### config.mk
export PLATFORM = sky130hd
export DESIGN_NAME = pipe_hold_ctrl
export DESIGN_NICKNAME = d
export VERILOG_FILES = /design/src/rtl/pipe_hold_ctrl_pkg.sv /design/src/rtl/pipe_sat_cnt.sv /design/src/rtl/pipe_hold_ctrl.sv
export SDC_FILE = /design/constraint.sdc
export NUM_CORES = 1
export LEC_CHECK = 0
export BUFFER_PORTS_ARGS = -buffer_cell sky130_fd_sc_hd__buf_4
export CAP_MARGIN = 0
export CORE_MARGIN = 2
export CORE_UTILIZATION = 45
export DETAILED_ROUTE_END_ITERATION = 12
export PLACE_DENSITY_LB_ADDON = 0.3
export SLEW_MARGIN = 15
export SYNTH_ARGS = -nofsm -noshare
export SYNTH_HDL_FRONTEND = slang
export SYNTH_SLANG_ARGS = --single-unit
### constraint.sdc
create_clock -name clk -period 2.87 [get_ports clk]
set_input_delay 0.574 -clock clk [delete_from_list [all_inputs] [get_ports clk]]
set_output_delay 0.574 -clock clk [all_outputs]
set_load 0.02 [all_outputs]
### src/rtl/pipe_hold_ctrl_pkg.sv
// pipe_hold_ctrl_pkg: shared hold levels, bus FSM encoding and stall counter width
package pipe_hold_ctrl_pkg;
  localparam logic [2:0] HOLD_NONE = 3'd0;
  localparam logic [2:0] HOLD_PC   = 3'd1;
  localparam logic [2:0] HOLD_IF   = 3'd2;
  localparam logic [2:0] HOLD_ID   = 3'd3;
  localparam int STALL_W = 32;
  typedef enum logic [1:0] {B_IDLE, B_DRAIN, B_GRANT} bus_state_t;
endpackage

### src/rtl/pipe_sat_cnt.sv
// pipe_sat_cnt: saturating enable counter with synchronous reset
module pipe_sat_cnt #(
  parameter int W = 32
) (
  input  logic         clk,
  input  logic         rst,
  input  logic         i_en,
  output logic [W-1:0] o_cnt
);
  logic [W-1:0] r_cnt;
  // count enabled cycles, sticking at all-ones instead of wrapping
  always_ff @(posedge clk)
    if (rst) r_cnt <= '0;
    else if (i_en && r_cnt != '1) r_cnt <= r_cnt + 1'b1;
  assign o_cnt = r_cnt;
endmodule

### src/rtl/pipe_hold_ctrl.sv
// pipe_hold_ctrl: pipeline hold/flush merging, post-jump flush window and bus drain/grant handshake
module pipe_hold_ctrl
  import pipe_hold_ctrl_pkg::*;
#(
  parameter int FLUSH_CYCLES = 2,
  parameter int DRAIN_CYCLES = 3
) (
  input  logic        clk,
  input  logic        rst,
  input  logic        jump_req_i,
  input  logic [31:0] jump_addr_i,
  input  logic        ex_hold_i,
  input  logic        clint_hold_i,
  input  logic        bus_req_i,
  output logic        bus_gnt_o,
  output logic [2:0]  hold_flag_o,
  output logic        jump_flag_o,
  output logic [31:0] jump_addr_o,
  output logic [31:0] stall_cnt_o
);
  bus_state_t r_state, w_next;
  logic [3:0] r_flush_cnt, w_flush_nxt;
  logic [3:0] r_drain_cnt, w_drain_nxt;
  logic       r_gnt;
  logic       w_hard_hold;
  assign w_hard_hold = jump_req_i | ex_hold_i | clint_hold_i;
  assign jump_flag_o = jump_req_i;
  assign jump_addr_o = jump_req_i ? jump_addr_i : 32'h0;
  assign bus_gnt_o   = r_gnt;
  // state register; grant is registered from the next state so it rises/falls on the FSM edge
  always_ff @(posedge clk)
    if (rst) begin
      r_state     <= B_IDLE;
      r_flush_cnt <= '0;
      r_drain_cnt <= '0;
      r_gnt       <= 1'b0;
    end else begin
      r_state     <= w_next;
      r_flush_cnt <= w_flush_nxt;
      r_drain_cnt <= w_drain_nxt;
      r_gnt       <= (w_next == B_GRANT);
    end
  // next state; a jump keeps the bus idle until the flush window closes and restarts any drain
  always_comb begin
    w_flush_nxt = jump_req_i ? 4'(FLUSH_CYCLES - 1) : r_flush_cnt - 4'(r_flush_cnt != 0);
    w_drain_nxt = (r_state != B_DRAIN || jump_req_i) ? 4'(DRAIN_CYCLES - 1)
                                                     : r_drain_cnt - 4'(r_drain_cnt != 0);
    unique case (r_state)
      B_IDLE:  w_next = (bus_req_i && !jump_req_i && r_flush_cnt == 0) ? B_DRAIN : B_IDLE;
      B_DRAIN: w_next = !bus_req_i ? B_IDLE :
                        (!jump_req_i && r_drain_cnt == 0 && !ex_hold_i && !clint_hold_i) ? B_GRANT : B_DRAIN;
      B_GRANT: w_next = bus_req_i ? B_GRANT : B_IDLE;
      default: w_next = B_IDLE;
    endcase
  end
  // hold level is the strongest active request
  always_comb
    hold_flag_o = w_hard_hold          ? HOLD_ID :
                  (r_flush_cnt != 0)   ? HOLD_IF :
                  (r_state != B_IDLE)  ? HOLD_PC : HOLD_NONE;
  pipe_sat_cnt #(.W(STALL_W)) u_stall (
    .clk   (clk),
    .rst   (rst),
    .i_en  (hold_flag_o != HOLD_NONE),
    .o_cnt (stall_cnt_o)
  );
endmodule

==> results of run 1 <==
[kinds of logic (layout without fill, tap and decap cells)]
kind of cell	after synthesis	after routing	share of synthesized area (%)
compound gates	48	48	12.43
xor+xnor	14	14	5.139
fa+ha+maj	5	5	2.622
buf+inv	29	132	5.086
flops	43	43	36.08
mux	5	5	2.412
other cells	1	1	0.1572
simple gates	149	149	36.08
[worst paths after layout]
kind	to	slack, ns	cells after the start	from
max	u_stall.o_cnt[28]	0.47	5	u_stall.o_cnt[9]
min	r_state[0]	0.49	1	r_state[1]
max reg2reg	u_stall.o_cnt[28]	0.47	5	u_stall.o_cnt[9]
min reg2reg	r_state[0]	0.49	1	r_state[1]
[metrics by stage]
step | std cells | setup slack [ns] | util [%] | power, mW
after detailed placement | 459 | 0.4790 | 63.33 | 0.9003
after global placement | 459 | 0.5402 | 63.33 | 0.8928
after floorplan | 294 | 0.5552 | - | 0.7902
after CTS | 467 | 0.4751 | 64.92 | 1.258
after global routing | 467 | 0.3515 | 64.92 | 1.319
final | 467 | 0.4655 | 64.92 | 1.248
[per-layer routing]
layer | GRT usage (%) | part of all wire [%] | up-vias
li1 | - | - | 1236
met1 | 25.16 | 45 | 1138
met2 | 33.86 | 48 | 83
met3 | 4.941 | 6.0 | 9
met4 | 6.000 | 1.1 | 0
met5 | 0 | 0 | -
[placed cells by master, fill, tap and decap left out, drive strengths merged, types with 4 or more instances in the layout]
cell type	synthesis	final
a211oi	4	4
xnor2	11	11
ha	5	5
or4	6	6
or3	5	5
nand3	20	20
o21ai	8	8
inv	13	13
clkbuf	9	7
nor2	28	28
nand2	11	11
and2	32	32
a21oi	20	20
dfxtp	43	43
and3	5	5
nor3	9	9
nand4	11	11
buf	7	111
nor4	9	9
o31ai	5	5
[cell type report]
| cell class | instances | area share [%] |
|---|---|---|
| clock inverter | 1 | 0.1509 |
| timing repair buffer | 111 | 25.13 |
| inverter | 13 | 1.472 |
| tap | 70 | 2.642 |
| clock buffer | 7 | 2.302 |
| multi-input combinational | 222 | 42.34 |
| sequential | 43 | 25.96 |
[report_power, final]
| group | switching (mW) | leakage, nW | internal [mW] |
|---|---|---|---|
| Combinational | 0.133 | 1.01 | 0.124 |
| Sequential | 0.0155 | 0.348 | 0.613 |
| Clock | 0.192 | 0.0422 | 0.171 |
| Total | 0.340 | 1.40 | 0.908 |
[sequential cells by signal, indices dropped and copies added, names as in the netlist]
signal and cells:
bus_gnt_o 1, r_flush_cnt 4, r_state 2, u_stall.o_cnt 32, r_drain_cnt 4
[Yosys cell counts (2+ instances only)]
cell	number	area, sq um
a211oi_1	4	30.03
a21o_1	3	22.52
a21oi_1	20	100.1
a31o_2	2	17.52
a31oi_1	2	12.51
and2_1	32	200.2
and3_1	5	31.28
and4_1	2	17.52
buf_2	4	20.02
buf_4	2	15.01
clkbuf_1	9	33.78
dfxtp_1	43	860.8
ha_1	5	62.56
inv_1	13	48.80
mux2i_1	2	20.02
nand2_1	11	41.29
nand2b_1	3	18.77
nand3_1	19	95.09
nand4_1	10	62.56
nor2_1	28	105.1
nor2b_1	3	18.77
nor3_1	9	45.04
nor4_1	5	31.28
nor4_2	3	37.54
o21ai_0	7	35.03
o31ai_1	5	37.54
or2_2	3	18.77
or3_1	5	31.28
or4_1	6	45.04
xnor2_1	11	96.34
xor2_1	3	26.28
[critical path, cell delays in order (launching register included)]
cell and delay [ns]:
dfxtp_1 0.45, nand4_2 0.19, or4_1 0.73, nor4_4 0.43
and2b_1 0.19, mux2_1 0.31
==> results.yml, run 1 <==
sta:
  finalMaxSlewViolations: 0
  worst_pin_slew_ns: 0.8065
  rsz0062_at_grt: "false"
  min_period_ns: 2.404
  min_period_over_period_pct: 83.78
  finalHoldViolCount: 0
  relSlewSlack_pct: 45.74
  setup_viol: 0
  clock_skew_ns: 0.006105
  fmax_mhz: 415.9
  fin_setup_tns_ns: 0
  hold_slack_ns: 0.4856
clock_network:
  h-tree-depth: 2
  cts.sinks: 43
  cts_root_buf: "clkbuf_8"
  worstSkewPairLatency_ns: 0.29
  cts_inserted_buffers: 5
  post_cts_resized: 0
  clk_pin_slew_ns: 0.08
  clockBufferDepth: 2
  cts_tree: "done"
  cts_setup_buffers: 0
  ctsHoldBuffers: 0
global_route:
  overflow: 0
  grt_pass1_wl_mm: 9.880
  grt_max_degree: 44
  grt_usage_pct: 20.04
  grt_pass1_vias: 2262
  antenna_found_initial: 0
power_and_ir_drop:
  power_density_nw_per_um2: 376.4
  peakVddDrop_mv: 0.2205
  leakage_nw: 1.397
floorplanning:
  initial_core_util_pct: 46.72
  dieArea_sq_um: 5901
  core_sq_um: 5107
  die_h_um: 76.82
  io_pins: 107
  fp.dieW_um: 76.82
  core.rowCount: 26
detailed_routing:
  drt-total-wl_mm: 5.870
  final_antenna_net_count: 0
  via_per_inst: 5.281
  vias: 2466
  firstDrtPassIters: 4
  drc: 0
  drt-wirelength-per-cell_um: 12.57
  drt_iter0_markers: 129
layout:
  final_net_count: 439
  seq_area_sq_um: 860.8
  multiInputGateArea_sq_um: 1404
  filler_cell_count: 449
  fin_area_sq_um: 3316
  area_growth_pct: 38.96
  antenna_cells: 0
  final_layout_size_suffix_gt1_share_pct: 33.00
critical_path:
  critical_path.max_fanout: 8
  setup.worst_path.class: "reg2reg"
  cp-start-kind: "flip-flop"
  arrival_ns: 2.58
  worstPathRequired_ns: 3.05
  end_kind: "flip-flop"
logic_synthesis:
  synth_edf_count: 0
  syn_area_per_cell_sq_um: 8.116
  syn_nets: 337
  async_flop_share_pct: 0
  synth-main-ff-cell: "dfxtp_1"
  syn_inst: 294
  synth_cell_type_count: 46
  ys_seq_area_share_pct: 36.08
  yosys_register_bits: 43
  syn_area_sq_um: 2386
  ys_warn_count: 0
run_status:
  status: "finished, final reports clean"
place:
  placed_area_sq_um: 3234
  gp_congestion: 0.8126
  port_buffers: 105
  post-dp-hpwl_mm: 4.428
job:
  cap_violations: 0
hold_path:
  hold_path.class: "reg2reg"
No activity file was read; power rests on OpenSTA's default activity.
==> run 2: changes to the inputs <==
Clock period 2.87 ns to 2.5 ns, I/O delays scaled along.
==> run 2 against run 1 <==
Count of clock-buffer cells in the layout up 1. Critical endpoint unchanged. Sequential share of layout area fell by 0.58 points. Largest power group unchanged. Die area unchanged. Critical path depth did not move. Wire length increased by 5.0%. Sequential cell count unchanged. Largest cell class unchanged. Final cell count grew 1.3%.
==> results.yml, run 2 (synthesis results as in run 1) <==
global_route:
  grt_pass1_vias: 2300
  overflow: 0
  grt_max_degree: 44
  grt_usage_pct: 21.03
  antenna_found_initial: 0
  grt_pass1_wl_mm: 10.32
layout:
  antenna_cells: 0
  seq_area_sq_um: 860.8
  multiInputGateArea_sq_um: 1404
  largest_register_ffs: 32
  area_growth_pct: 42.16
  final_net_count: 445
  filler_cell_count: 456
  utilization_pct: 66.41
  final_layout_size_suffix_gt1_share_pct: 34.24
  most-common-layout-cells: "116 x buf_4, 43 x dfxtp_1, 32 x and2_1"
  mostFrequentLayoutCell: "buf_4"
detailed_routing:
  drt_iter0_markers: 153
  drt-total-wl_mm: 6.161
  drt-wirelength-per-cell_um: 13.03
  vias: 2482
  via_per_inst: 5.247
  final_antenna_net_count: 0
  firstDrtPassIters: 4
  drc: 0
clock_network:
  ctsHoldBuffers: 0
  cts_tree: "done"
  cts_inserted_buffers: 5
  cts_setup_buffers: 0
  worstSkewPairLatency_ns: 0.29
  cts_root_buf: "clkbuf_8"
  post_cts_resized: 0
  clk_pin_slew_ns: 0.08
  cts.sinks: 43
  clockBufferDepth: 2
  h-tree-depth: 2
run_status:
  status: "finished, final reports clean"
job:
  cap_violations: 0
hold_path:
  hold_path.class: "reg2reg"
place:
  gp_congestion: 0.8123
  post-dp-hpwl_mm: 4.713
  port_buffers: 105
critical_path:
  setup.worst_path.class: "reg2reg"
  end_kind: "flip-flop"
  arrival_ns: 2.46
  worstPathRequired_ns: 2.67
  cp-start-kind: "flip-flop"
  critical_path.max_fanout: 8
sta:
  min_period_over_period_pct: 91.51
  rsz0062_at_grt: "false"
  fin_setup_tns_ns: 0
  finalHoldViolCount: 0
  fmax_mhz: 437.1
  finalMaxSlewViolations: 0
  min_period_ns: 2.288
  hold_slack_ns: 0.4844
  setup_viol: 0
  clock_skew_ns: 0.005789
floorplanning:
  initial_core_util_pct: 46.72
  core_sq_um: 5107
  io_pins: 107
  core.rowCount: 26
  dieArea_sq_um: 5901
  fp.dieW_um: 76.82
  die_h_um: 76.82
power_and_ir_drop:
  power.switching_uw: 393.2
  peakVddDrop_mv: 0.3207
  power.total_mw: 1.501
  power_frac_seq_pct: 47.9
  netSwitchingFraction_pct: 26.19
  leakage_nw: 1.440
  comb_power_share_pct: 20.5
  power_density_nw_per_um2: 442.6
  p_int_mw: 1.108
  p_clk_share_pct: 31.5
run 2: changes by cell type in the layout (fill, tap and decap cells not counted):
cell,previous run,this run
buf_12,0,1
clkbuf_1,2,1
clkinv_2,1,0
clkbuf_8,5,7
buf_4,111,116
run 2: routing by layer:
layer	track usage [%]	vias up	part of all wire [%]
li1	-	1253	-
met5	0	-	0
met3	4.824	8	6.1
met1	26.17	1144	43
met2	35.96	77	49
met4	6.545	0	1.2
run 2: per-stage QoR:
stage | worst slack, ns | instances | cell area (sq um)
after global placement | 0.2802 | 465 | 3292
final | 0.2124 | 473 | 3392
after global routing | 0.06179 | 473 | 3392
after floorplan | 0.1852 | 294 | 2386
after CTS | 0.2108 | 473 | 3392
after detailed placement | 0.2275 | 465 | 3292
run 2: power by group through the flow:
stage | logic (mW) | clock network, mW | registers (mW)
detailed placement | 0.311 | 0 | 0.735
CTS | 0.312 | 0.485 | 0.719
global route | 0.339 | 0.517 | 0.723
finish | 0.308 | 0.474 | 0.720
floorplan | 0.165 | 0 | 0.743
global placement | 0.302 | 0 | 0.734
run 2: path summary, 6_finish.rpt:
check | from | end | slack (ns) | cells past startpoint
worst max-delay path | u_stall.o_cnt[9] | u_stall.o_cnt[28] | 0.21 | 5
worst min-delay path | r_state[1] | r_state[0] | 0.48 | 1
worst max register to register | u_stall.o_cnt[9] | u_stall.o_cnt[28] | 0.21 | 5
worst min register to register | r_state[1] | r_state[0] | 0.48 | 1
run 2: cell type report:
class	count	area share (%)
clock buffer	8	2.951
sequential	43	25.38
tap	70	2.582
inverter	13	1.439
multi-input combinational	222	41.39
timing repair buffer	117	26.26
run 2: critical path, stage by stage (launching register included):
cell and delay, ns:
dfxtp_1 0.45, nand4_2 0.21, or4_1 0.63, nor4_4 0.38, and2b_1 0.18, mux2_1 0.31
